$ cat src/rtl/fc_operand_packer_pkg.sv
// Shared definitions for the FC operand packer: lane-vector type, FSM states,
// default geometry and a group-count helper.
package fc_pkg;

  localparam int DEF_DATA_WIDTH    = 8;
  localparam int DEF_OPS_PER_CYCLE = 10;

  typedef logic [DEF_OPS_PER_CYCLE-1:0][DEF_DATA_WIDTH-1:0] lane_vec_t;

  typedef enum logic [1:0] {
    IDLE = 2'd0,
    FILL = 2'd1,
    DONE = 2'd2
  } state_e;

  // Number of packed groups fc will see for one input vector.
  function automatic int group_count(input int total, input int ops);
    return (total + ops - 1) / ops;
  endfunction

endpackage

$ cat src/rtl/fc_operand_packer_if.sv
// Serial-in / packed-out bus between the pooling stage, the packer and fc.
interface fc_operand_packer_if #(
  parameter int DATA_WIDTH    = 8,
  parameter int OPS_PER_CYCLE = 10
);
  logic                                      start;
  logic                                      in_valid;
  logic                                      in_ready;
  logic [DATA_WIDTH-1:0]                     in_feature;
  logic [DATA_WIDTH-1:0]                     in_weight;
  logic [OPS_PER_CYCLE-1:0][DATA_WIDTH-1:0]  operands;
  logic [OPS_PER_CYCLE-1:0][DATA_WIDTH-1:0]  weights;
  logic                                      data_valid;
  logic                                      fc_start;
  logic                                      last_group;
  logic                                      done;

  modport master (
    output start, in_valid, in_feature, in_weight,
    input  in_ready, operands, weights, data_valid, fc_start, last_group, done
  );

  modport slave (
    input  start, in_valid, in_feature, in_weight,
    output in_ready, operands, weights, data_valid, fc_start, last_group, done
  );
endinterface

$ cat src/rtl/fc_operand_packer.sv
// Packs a serial (feature, weight) stream into OPS_PER_CYCLE-wide groups for fc,
// zero-padding the final partial group.
module fc_operand_packer
  import fc_pkg::*;
#(
  parameter int DATA_WIDTH     = DEF_DATA_WIDTH,
  parameter int OPS_PER_CYCLE  = DEF_OPS_PER_CYCLE,
  parameter int FC_TOTAL_COUNT = 1024
) (
  input  logic               clock,
  input  logic               reset,
  fc_operand_packer_if.slave bus
);

  localparam int LW = (OPS_PER_CYCLE > 1) ? $clog2(OPS_PER_CYCLE) : 1;
  localparam int EW = $clog2(FC_TOTAL_COUNT + 1);
  localparam logic [LW-1:0] LANE_LAST = LW'(OPS_PER_CYCLE - 1);
  localparam logic [EW-1:0] ELEM_LAST = EW'(FC_TOTAL_COUNT - 1);

  typedef logic [OPS_PER_CYCLE-1:0][DATA_WIDTH-1:0] vec_t;

  state_e          state_q, state_d;
  logic [LW-1:0]   lane_cnt_q;
  logic [EW-1:0]   elem_cnt_q;
  vec_t            fop_q, fwt_q, fop_d, fwt_d;
  vec_t            op_q, wt_q;
  logic            dv_q, last_q, done_q, fcs_q;
  logic            accept, last_elem, close;

  assign accept    = bus.in_valid && (state_q == FILL);
  assign last_elem = (elem_cnt_q == ELEM_LAST);
  assign close     = accept && ((lane_cnt_q == LANE_LAST) || last_elem);

  // Fill buffer as it looks after this edge's element lands, so a closing
  // group includes the element accepted on the closing edge.
  always_comb begin
    fop_d = fop_q;
    fwt_d = fwt_q;
    if (accept) begin
      fop_d[lane_cnt_q] = bus.in_feature;
      fwt_d[lane_cnt_q] = bus.in_weight;
    end
  end

  always_comb begin
    state_d = state_q;
    unique case (state_q)
      IDLE:    if (bus.start) state_d = FILL;
      FILL:    if (accept && last_elem) state_d = DONE;
      DONE:    state_d = IDLE;
      default: state_d = IDLE;
    endcase
  end

  always_ff @(posedge clock or posedge reset) begin
    if (reset) state_q <= IDLE;
    else       state_q <= state_d;
  end

  always_ff @(posedge clock or posedge reset) begin
    if (reset) begin
      lane_cnt_q <= '0;
      elem_cnt_q <= '0;
      fop_q      <= '0;
      fwt_q      <= '0;
      op_q       <= '0;
      wt_q       <= '0;
      dv_q       <= 1'b0;
      last_q     <= 1'b0;
      done_q     <= 1'b0;
      fcs_q      <= 1'b0;
    end else begin
      dv_q   <= close;
      last_q <= close && last_elem;
      done_q <= (state_q == DONE);

      if (state_q == IDLE && bus.start) begin
        fcs_q      <= 1'b1;
        lane_cnt_q <= '0;
        elem_cnt_q <= '0;
        fop_q      <= '0;
        fwt_q      <= '0;
      end else if (state_q == DONE) begin
        fcs_q <= 1'b0;
      end

      if (accept) begin
        elem_cnt_q <= elem_cnt_q + EW'(1);
        if (close) begin
          op_q       <= fop_d;
          wt_q       <= fwt_d;
          fop_q      <= '0;
          fwt_q      <= '0;
          lane_cnt_q <= '0;
        end else begin
          fop_q      <= fop_d;
          fwt_q      <= fwt_d;
          lane_cnt_q <= lane_cnt_q + LW'(1);
        end
      end
    end
  end

  assign bus.in_ready   = (state_q == FILL);
  assign bus.operands   = op_q;
  assign bus.weights    = wt_q;
  assign bus.data_valid = dv_q;
  assign bus.last_group = last_q;
  assign bus.done       = done_q;
  assign bus.fc_start   = fcs_q;

endmodule

$ cat src/flat_wrapper.sv
// flat-port wrapper written by rule: the top's interface ports become plain ports
module fc_operand_packer_flat import fc_pkg::*;
#(
  parameter int DATA_WIDTH     = DEF_DATA_WIDTH,
  parameter int OPS_PER_CYCLE  = DEF_OPS_PER_CYCLE,
  parameter int FC_TOTAL_COUNT = 1024
)
  (clock, reset, bus_start, bus_in_valid, bus_in_feature, bus_in_weight, bus_in_ready, bus_operands, bus_weights, bus_data_valid, bus_fc_start, bus_last_group, bus_done);
  fc_operand_packer_if #(.DATA_WIDTH(DATA_WIDTH), .OPS_PER_CYCLE(OPS_PER_CYCLE)) bus_i ();
  input  logic clock;
  input  logic reset;
  input wire logic [$bits(bus_i.start)-1:0] bus_start;
  input wire logic [$bits(bus_i.in_valid)-1:0] bus_in_valid;
  input wire logic [$bits(bus_i.in_feature)-1:0] bus_in_feature;
  input wire logic [$bits(bus_i.in_weight)-1:0] bus_in_weight;
  output wire logic [$bits(bus_i.in_ready)-1:0] bus_in_ready;
  output wire logic [$bits(bus_i.operands)-1:0] bus_operands;
  output wire logic [$bits(bus_i.weights)-1:0] bus_weights;
  output wire logic [$bits(bus_i.data_valid)-1:0] bus_data_valid;
  output wire logic [$bits(bus_i.fc_start)-1:0] bus_fc_start;
  output wire logic [$bits(bus_i.last_group)-1:0] bus_last_group;
  output wire logic [$bits(bus_i.done)-1:0] bus_done;
  assign bus_i.start = bus_start;
  assign bus_i.in_valid = bus_in_valid;
  assign bus_i.in_feature = bus_in_feature;
  assign bus_i.in_weight = bus_in_weight;
  assign bus_in_ready = bus_i.in_ready;
  assign bus_operands = bus_i.operands;
  assign bus_weights = bus_i.weights;
  assign bus_data_valid = bus_i.data_valid;
  assign bus_fc_start = bus_i.fc_start;
  assign bus_last_group = bus_i.last_group;
  assign bus_done = bus_i.done;
  fc_operand_packer #(.DATA_WIDTH(DATA_WIDTH), .OPS_PER_CYCLE(OPS_PER_CYCLE), .FC_TOTAL_COUNT(FC_TOTAL_COUNT)) u_core (.clock(clock), .reset(reset), .bus(bus_i));
endmodule
$ cat config.mk
export PLATFORM = sky130hd
export DESIGN_NAME = fc_operand_packer_flat
export DESIGN_NICKNAME = d
export VERILOG_FILES = /design/src/rtl/fc_operand_packer_pkg.sv /design/src/rtl/fc_operand_packer_if.sv /design/src/rtl/fc_operand_packer.sv /design/src/flat_wrapper.sv
export SDC_FILE = /design/constraint.sdc
export NUM_CORES = 1
export LEC_CHECK = 0
export CAP_MARGIN = 15
export CORE_ASPECT_RATIO = 1.2
export CORE_UTILIZATION = 30
export DETAILED_ROUTE_END_ITERATION = 8
export GPL_ROUTABILITY_DRIVEN = 0
export HOLD_SLACK_MARGIN = 0.12
export SLEW_MARGIN = 20
export SYNTH_ARGS = -nofsm -noshare
export SYNTH_HDL_FRONTEND = slang
export SYNTH_SLANG_ARGS = --single-unit
export TNS_END_PERCENT = 20
$ cat constraint.sdc
create_clock -name clock -period 19.8 [get_ports clock]
set_clock_uncertainty 0.1 [all_clocks]
set_input_delay 3.96 -clock clock [delete_from_list [all_inputs] [get_ports clock]]
set_output_delay 3.96 -clock clock [all_outputs]
set_load 0.005 [all_outputs]
==> results of run 1 <==
path summary, 6_finish.rpt:
| kind | endpoint | start |
|---|---|---|
| worst max-delay path | u_core.bus.weights[15]$_DFFE_PP0P_ | bus_in_valid |
| worst min-delay path | u_core.fop_q[79]$_DFFE_PP0P_ | u_core.fop_q[79]$_DFFE_PP0P_ |
| worst max register to register | u_core.bus.weights[15]$_DFFE_PP0P_ | u_core.elem_cnt_q[0]$_DFFE_PP0P_ |
| worst min register to register | u_core.fop_q[79]$_DFFE_PP0P_ | u_core.fop_q[79]$_DFFE_PP0P_ |
| max in group asynchronous | u_core.bus.operands[28]$_DFFE_PP0P_ | reset |
| min in group asynchronous | u_core.bus.operands[77]$_DFFE_PP0P_ | reset |
sequential cells by signal, indices dropped and copies added, names as in the netlist:
signal                 flops
u_core.fop_q              80
u_core.bus.weights        80
u_core.bus.data_valid      1
u_core.state_q             2
u_core.elem_cnt_q         11
u_core.bus.operands       80
u_core.bus.last_group      1
u_core.lane_cnt_q          4
u_core.bus.done            1
u_core.fwt_q              80
u_core.bus.fc_start        1
critical path, stage by stage:
cell	delay, ps
clkdlybuf4s50_1	500
nand3b_2	450
a21oi_4	290
buf_4	440
buf_4	700
mux2_2	420
metal layers:
layer  global-route usage  wire [µm]
met5                    0          0
met4               0.0428        780
met3               0.0333       1910
met2                0.258      18800
met1                0.222      18600
per-stage QoR:
stage               utilization  hold WS, ps  cell area [µm²]
CTS                       0.376          383            18500
global route              0.377          396            18500
finish                    0.377          382            18500
detailed placement        0.350          365            17200
floorplan                     -          347            15000
global placement          0.350          363            17200
where the power goes:
| group | total, µW | leakage [µW] | switching [µW] | internal (µW) |
|---|---|---|---|---|
| registers | 990 | 0.00467 | 117 | 873 |
| logic | 689 | 0.00341 | 274 | 415 |
| clock network | 719 | 0.000625 | 294 | 425 |
| total | 2400 | 0.00870 | 685 | 1710 |
layout make-up:
| cell class | instances | area [µm²] | share of cell area |
|---|---|---|---|
| Clock buffer | 55 | 1130 | 0.0609 |
| Clock inverter | 13 | 134 | 0.00722 |
| Inverter | 6 | 30.0 | 0.00162 |
| Multi-Input combinational cell | 591 | 5900 | 0.318 |
| Sequential cell | 341 | 8530 | 0.460 |
| Tap cell | 637 | 797 | 0.0430 |
| Timing Repair Buffer | 204 | 2020 | 0.109 |
cell usage after synthesis (all sizes together) (2+ instances only):
cell and n:
a21o 2, a21oi 6, a22o 145, and2 22, and3 6, and4 3
buf 64, clkbuf 32, dfrtp 341, ha 5, inv 6, mux2 320
mux2i 3, nand2 13, nand3 8, nand3b 3, nand4 4, nor2 7
nor2b 3, nor3 5, nor3b 5, o21ai 13, o31ai 10
kinds of logic after synthesis:
| family | count (synthesis) | share of synthesized area |
|---|---|---|
| adders and majority gates | 5 | 0.00418 |
| muxes | 323 | 0.243 |
| and+or+nand+nor | 83 | 0.0374 |
| DFF | 341 | 0.570 |
| AOI/OAI and AO/OA | 179 | 0.107 |
| buffers and inverters | 102 | 0.0380 |
| xor gates and xnor gates | 1 | 0.000585 |
==> results_dict.tcl, run 1 <==
set metrics [dict create \
    drc 0 \
    ys_dominant_reg_cell "dfrtp_1" \
    holdCritPathClass "reg2reg" \
    dp.final_hpwl_mm 24.7 \
    detail-route-antenna-nets 0 \
    floorplan.die.width_um 206 \
    synth_fp_nets 1059 \
    max_freq_mhz 154 \
    via_density 4.96 \
    final_net_count 1208 \
    cts_buffer_count 39 \
    ys_top_cells_by_area "dfrtp_1, mux2_2, a22o_1" \
    yosys_register_bits 341 \
    drv_slew 0 \
    power_total_uw 2400 \
    max-slew-margin-rel 0.302 \
    dr.first_iter.drc_count 332 \
    cts_hold_repair.buffers 0 \
    top_level_ports 185 \
    worstSetupPathType "in2reg" \
    worst_hold_path.num_cells 1 \
    pre_cts_setup_slack_ps 12630 \
    syn_area_mm2 0.0150 \
    clock_tree_from_tritoncts "done" \
    drive_above_1_share 0.288 \
    crit_arrival_ps 6830 \
    layout_common_cells "dfrtp_1, mux2_2, clkdlybuf4s50_1" \
    core_area_mm2 0.0492 \
    finalWorstPathRequiredPeriod_ps 6500 \
    route.detailed.wl_per_inst_um 21.7 \
    finalWorstSetupSlack_ps 13300 \
    synth_async_sr_flop_share 1.00 \
    synth_edf_count 0 \
    synth-warning-count 0 \
    end_kind "register" \
    global_route_wire_length_before_repair_mm 61.9 \
    rsz0062_at_grt "false" \
    setup-tns-final_ps 0 \
    setup_violation_total_in_the_final_timing_report 0 \
    port_buffers 184 \
    reg2regPathDepth 7 \
    run_status "completed" \
    setup.worst_path.start_class "primary input" \
    cts.path.max_buffers 3 \
    numPlacedInstances 1776 \
    cp.required_ps 20130 \
    netlist_instances 1034 \
    timing.final.crit_share 0.328 \
    die_height_um 247 \
    floorplan.die_area_mm2 0.0508 \
    antenna_found_initial 0 \
    instances_no_fill 1847 \
    number_of_buffers_inserted_to_repair_setup_after_cts 0 \
    floorplan.rows 89 \
    clock_tree.htree_level_count 2 \
    syn2layout_area_growth_pct 23.8 \
    grt_util_all_layers 0.162 \
    path_clk_slew_ps 60 \
    synth_cell_type_count 46 \
    clock_tree.root_cell "clkbuf_16" \
    cell_type_with_the_highest_aggregate_area_in_the_netlist "dfrtp_1" \
    mapped_avg_cell_area_um2 14.5 \
    layout_commonest_cell "dfrtp_1" \
    n_antenna_cell 0 \
    route.final.wire_length_mm 40.1 \
    fill_cells 4734 \
    yosysSeqAreaShare 0.570 \
    power.density_cell_area_mw_per_mm2 129 \
    initial_utilization 0.304 \
    tritoncts_num_sinks 341 \
    cts-resized-gates 0 \
    final_hold_violating_endpoints 0 \
    detailroute.via_count 9164 \
    worst_pin_slew_ps 1050 \
    synth_largest_type_area_fraction 0.570 \
    ir_drop_v 0.0000563 \
    dr.pass1.iters 4 \
    globalRoute.totalOverflow 0 \
    leakage_uw 0.00870 \
    number_of_global_route_vias_before_repair 9791 \
    grt_start_max_net_pins 117 \
    critical_path.max_fanout 55 \
    number_of_maximum_capacitance_constraint_violations 0 \
    r2r_slack_ps 16120 \
    clock_latency_ps 550 \
]
No activity file was read; power rests on OpenSTA's default activity.
==> inputs of run 2 (changes only) <==
==> constraint.sdc (replaced) <==
create_clock -name clock -period 6.1 [get_ports clock]
set_clock_uncertainty 0.1 [all_clocks]
set_input_delay 1.22 -clock clock [delete_from_list [all_inputs] [get_ports clock]]
set_output_delay 1.22 -clock clock [all_outputs]
set_load 0.005 [all_outputs]
==> results_dict.tcl, run 2 (same netlist as run 1, synthesis figures left out) <==
set metrics [dict create \
    run_status "completed" \
    crit_arrival_ps 4070 \
    drive_above_1_share 0.286 \
    finalWorstSetupSlack_ps 2340 \
    path_clk_slew_ps 60 \
    pre_cts_setup_slack_ps 1760 \
    cp.required_ps 6420 \
    finalWorstPathRequiredPeriod_ps 3760 \
    cts-resized-gates 0 \
    route.final.wire_length_mm 39.4 \
    core_area_mm2 0.0492 \
    multi_input_comb_area_mm2 0.00590 \
    finish.utilization 0.375 \
    final_net_count 1205 \
    dp.final_hpwl_mm 24.7 \
    final_hold_violating_endpoints 0 \
    power.density_cell_area_mw_per_mm2 414 \
    dr.pass1.iters 4 \
    end_kind "register" \
    number_of_global_route_vias_before_repair 9521 \
    drc 0 \
    max_freq_mhz 266 \
    grt_start_max_net_pins 144 \
    floorplan.die_area_mm2 0.0508 \
    switchingPower_uw 2180 \
    met1_usage 0.211 \
    detail-route-antenna-nets 0 \
    syn2layout_area_growth_pct 23.3 \
    worstSetupPathType "in2reg" \
    die_height_um 247 \
    combPwrFrac 0.292 \
    clock_tree_from_tritoncts "done" \
    cts.path.max_buffers 3 \
    grt_util_all_layers 0.157 \
    number_of_maximum_capacitance_constraint_violations 0 \
    number_of_buffers_inserted_to_repair_setup_after_cts 0 \
    layout_commonest_cell "dfrtp_1" \
    fill_cells 4717 \
    initial_utilization 0.304 \
    cts_hold_repair.buffers 0 \
    rsz0062_at_grt "false" \
    top_level_ports 185 \
    setup_violation_total_in_the_final_timing_report 0 \
    clock_latency_ps 550 \
    leakage_uw 0.00865 \
    gr-usage-met3 0.0326 \
    worst_pin_slew_ps 1100 \
    drv_slew 0 \
    ir_drop_v 0.000261 \
    internal_power_uw 5460 \
    numPlacedInstances 1777 \
    power_frac_seq 0.419 \
    grt.busiest_layer "met2" \
    hold_ws_ps 379 \
    clock_tree.htree_level_count 2 \
    swShare 0.286 \
    dr.first_iter.drc_count 333 \
    holdCritPathClass "reg2reg" \
    timing.final.crit_share 0.616 \
    setup.worst_path.start_class "primary input" \
    instances_no_fill 1839 \
    antenna_found_initial 0 \
    detailroute.via_count 9075 \
    n_antenna_cell 0 \
    globalRoute.totalOverflow 0 \
    clock_tree.root_cell "clkbuf_16" \
    tritoncts_num_sinks 341 \
    critical_path.max_fanout 26 \
    cts_buffer_count 38 \
    port_buffers 184 \
    via_density 4.93 \
    layout_common_cells "dfrtp_1, mux2_2, clkdlybuf4s50_1" \
    global_route_wire_length_before_repair_mm 59.9 \
    floorplan.die.width_um 206 \
    floorplan.rows 89 \
    max-slew-margin-rel 0.265 \
    register_area_mm2 0.00853 \
    grtUsageMet2 0.254 \
    power_frac_clock 0.289 \
    route.detailed.wl_per_inst_um 21.4 \
    setup-tns-final_ps 0 \
]
[run 2: cell count changes in the layout (fill, tap and decap cells not counted), moves of 2 or more]
cell / previous run / this run
clkbuf_8: 5 / 10
buf_4: 17 / 14
clkbuf_1: 9 / 6
clkinv_4: 4 / 1
buf_12: 2 / 4
bufinv_16: 2 / 0
clkbuf_16: 41 / 39
[run 2: through the flow]
stage,total power [µW],instance area [µm²]
floorplan,4460,15000
global placement,5450,17300
detailed placement,5490,17300
CTS,7780,18500
global route,8070,18500
finish,7640,18500
[run 2: final timing paths]
path | depth (start not counted) | start | slack, ps | end
max | 5 | bus_in_valid | 2340 | u_core.bus.weights[79]$_DFFE_PP0P_
min | 1 | u_core.fop_q[77]$_DFFE_PP0P_ | 380 | u_core.fop_q[77]$_DFFE_PP0P_
max reg2reg | 6 | u_core.elem_cnt_q[0]$_DFFE_PP0P_ | 2380 | u_core.bus.weights[79]$_DFFE_PP0P_
min reg2reg | 1 | u_core.fop_q[77]$_DFFE_PP0P_ | 380 | u_core.fop_q[77]$_DFFE_PP0P_
max in group asynchronous | 3 | reset | 3620 | u_core.bus.weights[18]$_DFFE_PP0P_
min in group asynchronous | 2 | reset | 1060 | u_core.bus.operands[76]$_DFFE_PP0P_
[run 2: cell type report]
cell class / instances / area share
Clock buffer: 55 / 0.0615
Sequential cell: 341 / 0.462
Tap cell: 637 / 0.0432
Timing Repair Buffer: 202 / 0.110
Clock inverter: 7 / 0.00230
Multi-Input combinational cell: 591 / 0.320
Inverter: 6 / 0.00142
[run 2: power by group through the flow]
stage | sequential (µW) | combinational [µW] | clock (µW)
CTS | 3210 | 2270 | 2300
floorplan | 3140 | 1320 | 0
global placement | 3220 | 2230 | 0
global route | 3270 | 2430 | 2370
finish | 3200 | 2230 | 2210
detailed placement | 3230 | 2260 | 0
[run 2: per-layer routing]
metal	wire, µm	up-vias
li1	-	4088
met1	18100	4749
met2	18600	179
met3	1770	59
met4	930	0
met5	0	-
[run 2: critical path, cell delays in order]
cell             delay [ps]
clkdlybuf4s50_1         500
nand3b_2                480
a21oi_4                1010
buf_4                   450
mux2_2                  380
==> inputs of run 3 (changes only) <==
==> constraint.sdc (replaced) <==
create_clock -name clock -period 3.85 [get_ports clock]
set_clock_uncertainty 0.1 [all_clocks]
set_input_delay 0.77 -clock clock [delete_from_list [all_inputs] [get_ports clock]]
set_output_delay 0.77 -clock clock [all_outputs]
set_load 0.005 [all_outputs]
==> results_dict.tcl, run 3 (same netlist as run 1, synthesis figures left out) <==
set metrics [dict create \
    run_status "completed" \
    tritoncts_num_sinks 341 \
    cts-resized-gates 0 \
    port_buffers 184 \
    finalWorstPathRequiredPeriod_ps 3110 \
    grt_util_all_layers 0.165 \
    number_of_global_route_vias_before_repair 9867 \
    clock_tree.htree_level_count 2 \
    timing.final.crit_share 0.809 \
    max-slew-margin-rel 0.278 \
    grt_start_max_net_pins 79 \
    crit_arrival_ps 3490 \
    number_of_maximum_capacitance_constraint_violations 0 \
    hold_ws_ps 381 \
    initial_utilization 0.304 \
    path_clk_slew_ps 60 \
    dr.first_iter.drc_count 368 \
    floorplan.rows 89 \
    setup_violation_total_in_the_final_timing_report 0 \
    power_total_uw 12500 \
    dp.final_hpwl_mm 26.3 \
    drive_above_1_share 0.299 \
    worstSetupPathType "reg2reg" \
    floorplan.die_area_mm2 0.0508 \
    top_level_ports 185 \
    setup.worst_path.start_class "register" \
    drv_slew 0 \
    placement_cell_area_mm2 0.0175 \
    layout_commonest_cell "dfrtp_1" \
    cts.path.max_buffers 3 \
    clock_tree.root_cell "clkbuf_16" \
    power.density_cell_area_mw_per_mm2 665 \
    syn2layout_area_growth_pct 25.4 \
    end_kind "register" \
    fill_cells 4735 \
    ir_drop_v 0.000337 \
    final_net_count 1225 \
    drc 0 \
    antenna_found_initial 0 \
    clock_latency_ps 550 \
    floorplan.die.width_um 206 \
    route.final.wire_length_mm 40.3 \
    n_antenna_cell 0 \
    worst_pin_slew_ps 1080 \
    die_height_um 247 \
    core_area_mm2 0.0492 \
    max_freq_mhz 321 \
    via_density 4.94 \
    cts_buffer_count 38 \
    route.detailed.wl_per_inst_um 21.6 \
    final_hold_violating_endpoints 0 \
    critical_path.max_fanout 17 \
    reg2regPathDepth 3 \
    post_route_cell_area_mm2 0.0188 \
    leakage_uw 0.00881 \
    globalRoute.totalOverflow 0 \
    worst_hold_path.num_cells 1 \
    global_route_wire_length_before_repair_mm 62.7 \
    rsz0062_at_grt "false" \
    cts_hold_repair.buffers 0 \
    detailroute.via_count 9212 \
    holdCritPathClass "reg2reg" \
    cp.required_ps 4230 \
    finish.utilization 0.381 \
    number_of_buffers_inserted_to_repair_setup_after_cts 0 \
    layout_common_cells "dfrtp_1, mux2_2, clkdlybuf4s50_1" \
    detail-route-antenna-nets 0 \
    clock_tree_from_tritoncts "done" \
    dr.pass1.iters 4 \
]
-- run 3: per-layer routing --
metal,share of wire,vias to the layer above,global-route usage,wire [µm]
met1,0.45,4807,0.223,18300
li1,-,4154,-,-
met2,0.48,203,0.271,19500
met4,0.017,0,0.0372,699
met3,0.044,48,0.0315,1760
met5,0,-,0,0
-- run 3: worst max-delay path: stages (launching register included) --
cell      delay, ps
dfrtp_1         700
nand3b_1        870
nor4_4         1110
a22o_1          250
-- run 3: stage by stage --
stage               setup WS (ps)  TNS (ps)  std cells
finish                        737         0       1863
global route                  476         0       1863
CTS                           651         0       1863
detailed placement            688         0       1797
global placement              738         0       1797
floorplan                   -1580   -538960       1034
-- run 3: path summary, 6_finish.rpt --
kind | start | end | slack, ps
setup / recovery | u_core.lane_cnt_q[3]$_DFFE_PP0P_ | u_core.fwt_q[70]$_DFFE_PP0P_ | 740
hold / removal | u_core.fwt_q[79]$_DFFE_PP0P_ | u_core.fwt_q[79]$_DFFE_PP0P_ | 380
setup reg to reg | u_core.lane_cnt_q[3]$_DFFE_PP0P_ | u_core.fwt_q[70]$_DFFE_PP0P_ | 740
hold reg to reg | u_core.fwt_q[79]$_DFFE_PP0P_ | u_core.fwt_q[79]$_DFFE_PP0P_ | 380
max in group asynchronous | reset | u_core.fwt_q[13]$_DFFE_PP0P_ | 2110
min in group asynchronous | reset | u_core.bus.done$_DFF_PP0_ | 590
-- run 3: report_power, final --
part	internal [µW]	leakage [µW]	total (µW)	switching [µW]
registers	4490	0.00467	5080	595
logic	2150	0.00350	3550	1400
clock network	2360	0.000644	3840	1480
total	9000	0.00881	12500	3480
-- run 3: cell type report --
class / instances / area, µm² / area share
clock inverters: 10 / 159 / 0.00846
clock buffers: 56 / 1160 / 0.0619
well taps: 637 / 797 / 0.0424
flip-flops and latches: 341 / 8530 / 0.454
inverters: 6 / 26.3 / 0.00140
repair buffers: 222 / 2200 / 0.117
multi-input cells: 591 / 5900 / 0.314
